`src/rtl/bpb_commit_queue_pkg.sv`:
```
// Shared types and constants for the branch-prediction commit queue.
//   word_t        : 32-bit machine word (PCs, targets)
//   bpb_result_t  : predictor result {taken, destpc}
//   brq_entry_t   : one outstanding branch {pc, hit, pred}
//   BRQ_DEPTH     : default queue depth
//   BRQ_DSLOT_OFS : fall-through offset past the delay slot
package bpb_commit_queue_pkg;

  typedef logic [31:0] word_t;

  typedef struct packed {
    logic  taken;
    word_t destpc;
  } bpb_result_t;

  typedef struct packed {
    word_t       pc;
    logic        hit;
    bpb_result_t pred;
  } brq_entry_t;

  localparam int    BRQ_DEPTH     = 8;
  localparam word_t BRQ_DSLOT_OFS = 32'd8;

  // A predictor miss means fetch went sequential, i.e. predicted not-taken.
  function automatic bpb_result_t brq_eff_pred(brq_entry_t e);
    bpb_result_t r;
    r.taken  = e.hit & e.pred.taken;
    r.destpc = e.pred.destpc;
    return r;
  endfunction

endpackage

```
`src/rtl/bpb_commit_queue_fifo.sv`:
```
// 2-write / 1-read circular buffer of outstanding branches.
//   clk, reset   : clock, async active-high reset
//   wr_en[1:0]   : per-slot write enables (already qualified by the caller)
//   wr_data[1:0] : slot entries; slot 0 is older and lands first
//   rd_en        : pop head
//   flush        : empty the buffer at this edge (overrides push/pop)
//   rd_data      : head entry (combinational)
//   count        : occupied entries
//   push_ready   : at least two entries free
module brq_fifo
  import bpb_commit_queue_pkg::*;
#(
  parameter int DEPTH = BRQ_DEPTH,
  parameter int PTR_W = $clog2(DEPTH)
) (
  input  logic                 clk,
  input  logic                 reset,
  input  logic [1:0]           wr_en,
  input  brq_entry_t [1:0]     wr_data,
  input  logic                 rd_en,
  input  logic                 flush,
  output brq_entry_t           rd_data,
  output logic [PTR_W:0]       count,
  output logic                 push_ready
);

  brq_entry_t         mem_q [DEPTH];
  logic [PTR_W-1:0]   head_q, head_d;
  logic [PTR_W-1:0]   tail_q, tail_d;
  logic [PTR_W:0]     count_q, count_d;
  logic [PTR_W:0]     num_wr;
  logic [PTR_W-1:0]   tail_p1;

  assign num_wr  = {{PTR_W{1'b0}}, wr_en[0]} + {{PTR_W{1'b0}}, wr_en[1]};
  assign tail_p1 = tail_q + {{(PTR_W-1){1'b0}}, 1'b1};

  // Storage carries no reset: validity is defined by head/tail/count only.
  always_ff @(posedge clk) begin
    case (wr_en)
      2'b01: mem_q[tail_q] <= wr_data[0];
      2'b10: mem_q[tail_q] <= wr_data[1];
      2'b11: begin
        mem_q[tail_q]  <= wr_data[0];
        mem_q[tail_p1] <= wr_data[1];
      end
      default: ;
    endcase
  end

  always_comb begin
    head_d  = head_q;
    tail_d  = tail_q;
    count_d = count_q;
    if (flush) begin
      head_d  = '0;
      tail_d  = '0;
      count_d = '0;
    end else begin
      if (rd_en) head_d = head_q + {{(PTR_W-1){1'b0}}, 1'b1};
      tail_d  = tail_q + num_wr[PTR_W-1:0];
      count_d = count_q + num_wr - {{PTR_W{1'b0}}, rd_en};
    end
  end

  always_ff @(posedge clk or posedge reset) begin
    if (reset) begin
      head_q  <= '0;
      tail_q  <= '0;
      count_q <= '0;
    end else begin
      head_q  <= head_d;
      tail_q  <= tail_d;
      count_q <= count_d;
    end
  end

  assign rd_data    = mem_q[head_q];
  assign count      = count_q;
  assign push_ready = (count_q <= (PTR_W+1)'(DEPTH - 2));

endmodule

```
`src/rtl/bpb_commit_queue.sv`:
```
// In-order queue of outstanding branch predictions between fetch and execute.
// Fetch pushes up to two predictions per cycle; each branch resolved by
// execute pops the head, trains the predictor and, on a mispredict, redirects
// fetch and flushes every younger (wrong-path) entry.
// Optional macro BRQ_PERF_CNT_EN: enables saturating branch/mispredict counters;
// when undefined the counter outputs are tied to zero.
// Ports:
//   clk, reset                  : clock, async active-high reset
//   stall                       : freezes push and resolve
//   push_valid/pc/hit/pred[1:0] : fetch predictions, slot 0 older
//   push_ready                  : >=2 entries free
//   res_valid/taken/target      : execute resolution of the oldest branch
//   pc_commit, wen, destpc_commit : predictor training (registered)
//   redirect_valid, redirect_pc : mispredict redirect (registered)
//   count                       : occupied entries
//   branch_cnt, mispred_cnt     : perf counters
module bpb_commit_queue
  import bpb_commit_queue_pkg::*;
#(
  parameter int DEPTH = BRQ_DEPTH,
  parameter int PTR_W = $clog2(DEPTH)
) (
  input  logic               clk,
  input  logic               reset,
  input  logic               stall,
  input  logic [1:0]         push_valid,
  input  logic [1:0][31:0]   push_pc,
  input  logic [1:0]         push_hit,
  input  bpb_result_t [1:0]  push_pred,
  output logic               push_ready,
  input  logic               res_valid,
  input  logic               res_taken,
  input  logic [31:0]        res_target,
  output logic [31:0]        pc_commit,
  output logic               wen,
  output bpb_result_t        destpc_commit,
  output logic               redirect_valid,
  output logic [31:0]        redirect_pc,
  output logic [PTR_W:0]     count,
  output logic [31:0]        branch_cnt,
  output logic [31:0]        mispred_cnt
);

  brq_entry_t        head;
  brq_entry_t [1:0]  wr_data;
  bpb_result_t       eff;
  logic [1:0]        wr_en;
  logic              do_res;
  logic              mispredict;

  logic        wen_q,    wen_d;
  logic        redir_q,  redir_d;
  word_t       pc_q,     pc_d;
  bpb_result_t dest_q,   dest_d;
  word_t       rpc_q,    rpc_d;

  assign do_res     = !stall && res_valid && (count != '0);
  assign eff        = brq_eff_pred(head);
  assign mispredict = do_res &&
                      ((eff.taken != res_taken) ||
                       (res_taken && (eff.destpc != res_target)));

  // Same-edge pushes behind a mispredict are wrong-path and never enter.
  assign wr_en = (!stall && push_ready && !mispredict) ? push_valid : 2'b00;

  always_comb begin
    for (int i = 0; i < 2; i++) begin
      wr_data[i].pc   = push_pc[i];
      wr_data[i].hit  = push_hit[i];
      wr_data[i].pred = push_pred[i];
    end
  end

  brq_fifo #(.DEPTH(DEPTH), .PTR_W(PTR_W)) u_fifo (
    .clk        (clk),
    .reset      (reset),
    .wr_en      (wr_en),
    .wr_data    (wr_data),
    .rd_en      (do_res),
    .flush      (mispredict),
    .rd_data    (head),
    .count      (count),
    .push_ready (push_ready)
  );

  // Training/redirect outputs; data holds between resolves, strobes are
  // single-cycle pulses (a stalled cycle drops them).
  always_comb begin
    wen_d   = 1'b0;
    redir_d = 1'b0;
    pc_d    = pc_q;
    dest_d  = dest_q;
    rpc_d   = rpc_q;
    if (do_res) begin
      wen_d         = 1'b1;
      pc_d          = head.pc;
      dest_d.taken  = res_taken;
      dest_d.destpc = res_taken ? res_target : head.pred.destpc;
      if (mispredict) begin
        redir_d = 1'b1;
        rpc_d   = res_taken ? res_target : head.pc + BRQ_DSLOT_OFS;
      end
    end
  end

  always_ff @(posedge clk or posedge reset) begin
    if (reset) begin
      wen_q   <= 1'b0;
      redir_q <= 1'b0;
      pc_q    <= '0;
      dest_q  <= '0;
      rpc_q   <= '0;
    end else begin
      wen_q   <= wen_d;
      redir_q <= redir_d;
      pc_q    <= pc_d;
      dest_q  <= dest_d;
      rpc_q   <= rpc_d;
    end
  end

  assign wen            = wen_q;
  assign redirect_valid = redir_q;
  assign pc_commit      = pc_q;
  assign destpc_commit  = dest_q;
  assign redirect_pc    = rpc_q;

`ifdef BRQ_PERF_CNT_EN
  logic [31:0] bcnt_q, bcnt_d;
  logic [31:0] mcnt_q, mcnt_d;

  always_comb begin
    bcnt_d = bcnt_q;
    mcnt_d = mcnt_q;
    if (do_res && (bcnt_q != '1))     bcnt_d = bcnt_q + 32'd1;
    if (mispredict && (mcnt_q != '1)) mcnt_d = mcnt_q + 32'd1;
  end

  always_ff @(posedge clk or posedge reset) begin
    if (reset) begin
      bcnt_q <= '0;
      mcnt_q <= '0;
    end else begin
      bcnt_q <= bcnt_d;
      mcnt_q <= mcnt_d;
    end
  end

  assign branch_cnt  = bcnt_q;
  assign mispred_cnt = mcnt_q;
`else
  assign branch_cnt  = '0;
  assign mispred_cnt = '0;
`endif

  // Producer protocol checks.
  a_push_overflow: assert property (@(posedge clk) disable iff (reset)
    !(!stall && !push_ready && (push_valid != 2'b00)));
  a_resolve_empty: assert property (@(posedge clk) disable iff (reset)
    !(!stall && res_valid && (count == '0)));

endmodule

```
`config.mk`:
```
export PLATFORM = sky130hd
export DESIGN_NAME = bpb_commit_queue
export DESIGN_NICKNAME = d
export VERILOG_FILES = /design/src/rtl/bpb_commit_queue_pkg.sv /design/src/rtl/bpb_commit_queue_fifo.sv /design/src/rtl/bpb_commit_queue.sv
export SDC_FILE = /design/constraint.sdc
export NUM_CORES = 1
export LEC_CHECK = 0
export BUFFER_PORTS_ARGS = -buffer_cell sky130_fd_sc_hd__buf_2
export CORE_AREA = 2 2 409 208
export CTS_CLUSTER_SIZE = 30
export DETAILED_ROUTE_END_ITERATION = 8
export DIE_AREA = 0 0 411 210
export PLACE_DENSITY_LB_ADDON = 0.2
export SYNTH_ARGS = -nofsm -noshare
export SYNTH_HDL_FRONTEND = slang
export SYNTH_SLANG_ARGS = --single-unit
export TNS_END_PERCENT = 30
```
`constraint.sdc`:
```
create_clock -name clk -period 32.6 [get_ports clk]
set_clock_uncertainty 0.05 [all_clocks]
set_input_delay 6.52 -clock clk [delete_from_list [all_inputs] [get_ports clk]]
set_output_delay 6.52 -clock clk [all_outputs]
set_load 0.02 [all_outputs]
```
==> impl_metrics.toml, run 1 <==
[synthesis]
synth_cell_types = 65
ys_warn_count = 0
syn_area_um2 = 32800
synth_area_leaders = "edfxtp_1, mux2_2, dfrtp_1"
syn_avg_cell_area_um2 = 15.2
synth_largest_area_cell = "edfxtp_1"
async_flop_share_pct = 17.1
syn_inst = 2167
synth-seq-cells = 637
synth-edff-count = 528
ys_seq_area_share_pct = 56.6
synthFlopType = "edfxtp_1"
netlist.area_leader.share_pct = 48.3

[clock_tree]
cts_resized = 0
clk_path_buf_depth = 3
cts-root-buf = "clkbuf_16"
clk_latency_ns = 0.65
hold_buffers = 0
cts_made_buffers = 60
cts_tree = "built"
cts_setup_buffers = 0
htreeDepth = 2
clk_pin_slew_ns = 0.06
numClockSinks = 637

[route]
dr.pass1.iters = 7
avgViaCountPerCell = 5.62
wl_mm = 103
drc_errors = 0
wl_per_cell_um = 28.7
num_vias = 20200
dr.first_iter.drc_count = 1933
ant_nets = 0

[timing]
final-setup-viol-count = 0
finalHoldViolations = 0
tns_ns = 0
maxSlewViolCount = 0
layout_setup_ws_ns = 21.58
period_needed_ns = 11.02
fmax_mhz = 90.8
worst_pin_slew_ns = 1.07
period_share_pct = 33.8
maxSlewHeadroom_pct = 28.7
rsz0062_at_grt = "false"

[global_routing]
met3_usage_pct = 5.56
grt_pass1_vias = 20300
grt_pass1_wl_mm = 147
use_met1_pct = 34.0
top_usage_layer = "met2"
grt_use_total_pct = 23.5
grt_start_max_net_pins = 64
antenna_found_initial = 19
grt.overflow.total = 0
use_met2_pct = 35.5

[worst_setup_path]
r2r_end = "u_fifo.mem_q[6][65]$_DFFE_PP_"
rr_startpoint = "u_fifo.head_q[1]$_DFFE_PP0P_"
cp.arrival_ns = 11.24
r2r.worst_path.cells = 16
cp.required_ns = 32.82
critPathKind = "in -> reg"
cp_max_fo = 34
end_kind = "flip-flop"
regToRegSetupSlack_ns = 24.68
startpoint_type = "primary input"

[job]
maxCapViolCount = 0

[floorplanning]
die_h_um = 210
core_area_um2 = 83000
fp-row-count = 75
io_pins = 339
die-area_um2 = 86300
die_x_um = 411
start_util_pct = 39.6

[worst_hold_path]
holdPathEnd = "destpc_commit[10]$_DFFE_PP0P_"
hold_class = "reg -> reg"
hold_path_depth = 2
hp-start = "destpc_commit[10]$_DFFE_PP0P_"

[pwr]
switchingPower_mw = 1.13
p_comb_share_pct = 39.0
clock_power_share_pct = 23.6
internal_power_mw = 1.89
leakagePower_nw = 13.1
p_sw_share_pct = 37.4
peakVddDrop_uv = 61.0
powerDensity_nw_per_um2 = 81.2
seq_power_share_pct = 37.5

[final_layout]
layout-drive-gt1-share_pct = 45.0
fin_area_um2 = 37200
nNetsFinal = 2604
fillCellCount = 7401
syn2layout_area_growth_pct = 13.1

[place]
placedInstanceArea_um2 = 35200
port_buffers = 274
dp_slack_ns = 21.11
gp_congestion = 0.879
hpwl_mm = 66.5

[status]
status = "complete, no violations"
-- worst max path at each step --
stage / startpoint / to / depth (start not counted)
2_1_floorplan: res_target[8] / u_fifo.mem_q[0][0]$_DFFE_PP_ / 9
3_3_place_gp: res_target[23] / u_fifo.mem_q[6][17]$_DFFE_PP_ / 14
3_5_place_dp: res_target[23] / u_fifo.mem_q[6][16]$_DFFE_PP_ / 14
4_1_cts: res_target[23] / u_fifo.mem_q[6][18]$_DFFE_PP_ / 14
5_1_grt: res_target[23] / u_fifo.mem_q[6][18]$_DFFE_PP_ / 14
6_report: res_target[23] / u_fifo.mem_q[6][65]$_DFFE_PP_ / 14
-- sequential cells by signal, indices dropped and copies added (netlist names) --
name and flops:
destpc_commit 33, redirect_valid 1, u_fifo.count 4, u_fifo.head_q 3
redirect_pc 32, u_fifo.tail_q 3, wen 1, pc_commit 32
u_fifo.mem_q 528
-- power groups by stage --
stage                     clock [mW]  combinational (mW)  sequential, mW
final                          0.712                1.18            1.13
after global routing           0.753                1.25            1.14
after CTS                      0.724                1.17            1.13
after detailed placement           0                1.17            1.15
after global placement             0                1.16            1.14
after floorplan                    0               0.729            1.18
-- synth_stat cells, types with 7 or more instances --
library cell / instances
nand3_1: 15
buf_8: 7
xnor2_1: 30
nor2b_1: 12
o21a_1: 17
edfxtp_1: 528
xor2_1: 30
a22oi_1: 29
buf_2: 12
o211ai_1: 17
o21ai_0: 61
clkbuf_1: 92
a22o_1: 11
inv_1: 21
a21oi_1: 12
ha_1: 14
nor2_1: 24
mux4_2: 80
dfrtp_1: 109
o21ai_1: 7
buf_6: 12
buf_4: 74
nand2_1: 142
nand2b_1: 7
a21o_1: 7
mux2_4: 15
mux2i_1: 132
nand4_1: 7
nor4_2: 7
nor3_1: 9
mux2_2: 553
-- metrics by stage --
| step | power, mW | hold slack [ns] | utilization (%) | instances |
|---|---|---|---|---|
| floorplan | 1.91 | 0.533 | - | 2230 |
| global placement | 2.30 | 0.399 | 42.4 | 3471 |
| detailed placement | 2.32 | 0.407 | 42.4 | 3471 |
| CTS | 3.03 | 0.422 | 44.8 | 3583 |
| global route | 3.14 | 0.449 | 44.8 | 3591 |
| finish | 3.02 | 0.413 | 44.8 | 3593 |
-- critical path, cell delays in order --
cell      delay [ns]
buf_2           0.12
xnor2_1         0.12
nor3_1          0.57
nand4_1         0.26
nor4_1          0.52
a21oi_4         0.29
nor4bb_1        0.50
ha_1            0.36
nand2_1         0.10
nor2_1          0.25
nand2_1         0.14
o21ai_4         0.23
buf_4           0.53
buf_4           0.61
-- logic make-up after synthesis --
family	after synthesis	synth area share, %
muxes	786	29.4
AOI/OAI and AO/OA	184	3.78
adders and majority gates	16	0.655
xor gates and xnor gates	60	1.60
and+or+nand+nor	261	3.97
other	1	0.0114
DFF	637	56.6
buffers and inverters	222	4.04
-- final cells by class --
type,instances,area [um^2],area share (%)
diodes,10,25.0,0.0673
repair buffers,325,1760,4.73
multi-input cells,1371,13400,36.0
inverters,22,85.1,0.229
clock inverters,31,245,0.660
well taps,1116,1400,3.76
flip-flops and latches,637,18600,50.0
clock buffers,81,1690,4.56
-- per-layer routing --
layer  share of wire (%)  vias to the layer above
met4                 2.1                        6
li1                    -                     8755
met1                  45                    10600
met5               0.030                        -
met2                  45                      721
met3                 7.5                      140
-- cells in the final DEF, fill, tap and decap left out, types with 9 or more instances in the layout --
cell / n
nor2_1: 24
xnor2_1: 30
edfxtp_1: 528
a22o_1: 11
o21ai_0: 53
inv_1: 20
clkinv_2: 18
o211ai_1: 17
ha_1: 14
nand3_1: 15
mux2_2: 552
clkbuf_16: 63
conb_1: 64
mux2_4: 16
mux4_2: 80
dfrtp_1: 106
nor3_1: 9
a22oi_1: 29
o21a_1: 17
nor2b_1: 12
diode_2: 10
clkbuf_1: 13
mux2i_1: 131
buf_4: 52
nand2_1: 142
buf_2: 273
xor2_1: 30
Note: power is estimated with default switching activity, not from simulation.
==> run 2: changes to the inputs <==
==> constraint.sdc (replaced) <==
create_clock -name clk -period 10.6 [get_ports clk]
set_clock_uncertainty 0.05 [all_clocks]
set_input_delay 2.12 -clock clk [delete_from_list [all_inputs] [get_ports clk]]
set_output_delay 2.12 -clock clk [all_outputs]
set_load 0.02 [all_outputs]
==> run 2 against run 1 <==
Compared with the run above: power increased to 3.1 times the previous value; worst setup slack got worse by 19 ns; utilization about the same; cell count hardly changed; largest cell class unchanged; highest routed layer unchanged.
==> impl_metrics.toml, run 2 (synthesis gave the netlist of run 1 again) <==
[route]
ant_nets = 0
drc_errors = 0
wl_mm = 105
dr.pass1.iters = 5
avgViaCountPerCell = 5.67
wl_per_cell_um = 29.3
dr.first_iter.drc_count = 2222
num_vias = 20400

[floorplanning]
start_util_pct = 39.6
die_h_um = 210
io_pins = 339
die_x_um = 411
core_area_um2 = 83000
fp-row-count = 75
die-area_um2 = 86300

[clock_tree]
numClockSinks = 637
cts_made_buffers = 59
cts-root-buf = "clkbuf_16"
htreeDepth = 2
hold_buffers = 0
cts_tree = "built"
cts_setup_buffers = 0
cts_resized = 0
clk_latency_ns = 0.65
clk_path_buf_depth = 3
clk_pin_slew_ns = 0.07

[final_layout]
layout.cells.non_filler = 3591
syn2layout_area_growth_pct = 13.1
top_register = "u_fifo.mem_q"
layout-drive-gt1-share_pct = 44.7
layout_common_cells = "mux2_2, edfxtp_1, buf_2, nand2_1, mux2i_1"
largest_reg_flops = 528
layout_commonest_cell = "mux2_2"
nNetsFinal = 2601

[place]
gp_congestion = 0.840
dp_cells = 3469
hpwl_mm = 66.7
port_buffers = 274

[timing]
final-setup-viol-count = 0
period_share_pct = 72.9
fmax_mhz = 129
finalHoldViolations = 0
tns_ns = 0
worst_pin_slew_ns = 1.20
maxSlewViolCount = 0
maxSlewHeadroom_pct = 19.6
period_needed_ns = 7.73
rsz0062_at_grt = "false"

[worst_setup_path]
critPathKind = "reg -> reg"
cp.required_ns = 10.95
startpoint_type = "flip-flop"
slowest_stage = "a21oi_4"
end_kind = "flip-flop"
critical_path.max_stage_delay_ns = 0.93
cp_max_fo = 47
path_common_cell = "buf_4"
path_cells = "buf_4 -> and2_1 -> buf_4 -> a22oi_1 -> nand2_1 -> xor2_1 -> nand4_1 -> nor4_1 -> a21oi_4 -> buf_4 -> nor4bb_1 -> ha_1 -> nor2b_1 -> a21oi_4 -> buf_12 -> mux2_2"
cp.arrival_ns = 8.07

[job]
maxCapViolCount = 0

[global_routing]
grt_use_total_pct = 24.0
antenna_found_initial = 20
grt.overflow.total = 0
grt_pass1_wl_mm = 150
grt_start_max_net_pins = 85
grt_pass1_vias = 20500

[pwr]
leakagePower_nw = 13.1
peakVddDrop_uv = 172
powerDensity_nw_per_um2 = 249
p_total_mw = 9.24

[worst_hold_path]
hold_class = "reg -> reg"

[status]
status = "complete, no violations"
[run 2: cell count changes in the layout (fill, tap and decap cells not counted), moves of 2 or more]
cell	before	now
clkbuf_1	13	15
buf_4	52	46
buf_12	0	4
clkinv_2	18	9
clkinv_1	8	11
clkinvlp_4	0	2
diode_2	10	13
[run 2: through the flow]
step | util, % | hold slack [ns] | setup slack [ns] | instance area (um^2)
after floorplan | - | 0.533 | 1.04 | 33100
final | 44.8 | 0.414 | 2.87 | 37200
after detailed placement | 42.5 | 0.404 | 2.98 | 35200
after global routing | 44.8 | 0.452 | 2.59 | 37100
after CTS | 44.8 | 0.419 | 2.95 | 37100
after global placement | 42.5 | 0.399 | 3.05 | 35200
[run 2: worst paths after layout]
| check | slack, ns | startpoint | endpoint | depth (start not counted) |
|---|---|---|---|---|
| max | 2.87 | u_fifo.head_q[0]$_DFFE_PP0P_ | u_fifo.mem_q[4][9]$_DFFE_PP_ | 16 |
| min | 0.41 | destpc_commit[10]$_DFFE_PP0P_ | destpc_commit[10]$_DFFE_PP0P_ | 2 |
| max reg2reg | 2.87 | u_fifo.head_q[0]$_DFFE_PP0P_ | u_fifo.mem_q[4][9]$_DFFE_PP_ | 16 |
| min reg2reg | 0.41 | destpc_commit[10]$_DFFE_PP0P_ | destpc_commit[10]$_DFFE_PP0P_ | 2 |
| max in group asynchronous | 7.50 | reset | u_fifo.head_q[0]$_DFFE_PP0P_ | 3 |
| min in group asynchronous | 1.57 | reset | redirect_pc[3]$_DFFE_PP0P_ | 2 |
[run 2: cell type report]
cell class / count / area (um^2)
Clock buffer: 83 / 1690
Tap cell: 1116 / 1400
Inverter: 22 / 85.1
Sequential cell: 637 / 18600
Antenna cell: 13 / 32.5
Multi-Input combinational cell: 1371 / 13400
Timing Repair Buffer: 323 / 1790
Clock inverter: 26 / 200
Fill cell: 7439 / 45800
[run 2: layer usage]
| layer | global-route usage [%] | part of all wire, % |
|---|---|---|
| met1 | 34.9 | 44 |
| met2 | 36.6 | 45 |
| met3 | 5.86 | 8.4 |
| met4 | 5.13 | 1.9 |
| met5 | 0 | 0.087 |
[run 2: report_power, final]
part	internal (mW)	switching, mW
clock	1.18	0.972
combinational	1.42	2.22
sequential	3.18	0.268
[run 2: worst max-delay path, delay by kind of cell, from the launching register on]
family                   cells  cell delay (ns)
flip-flops                   1             0.74
XOR/XNOR                     1             0.46
multiplexers                 1             0.39
AND/OR/NAND/NOR              6             2.29
buffers and inverters        4             1.76
adder cells (fa/ha/maj)      1             0.34
AO/OA/AOI/OAI                3             1.25
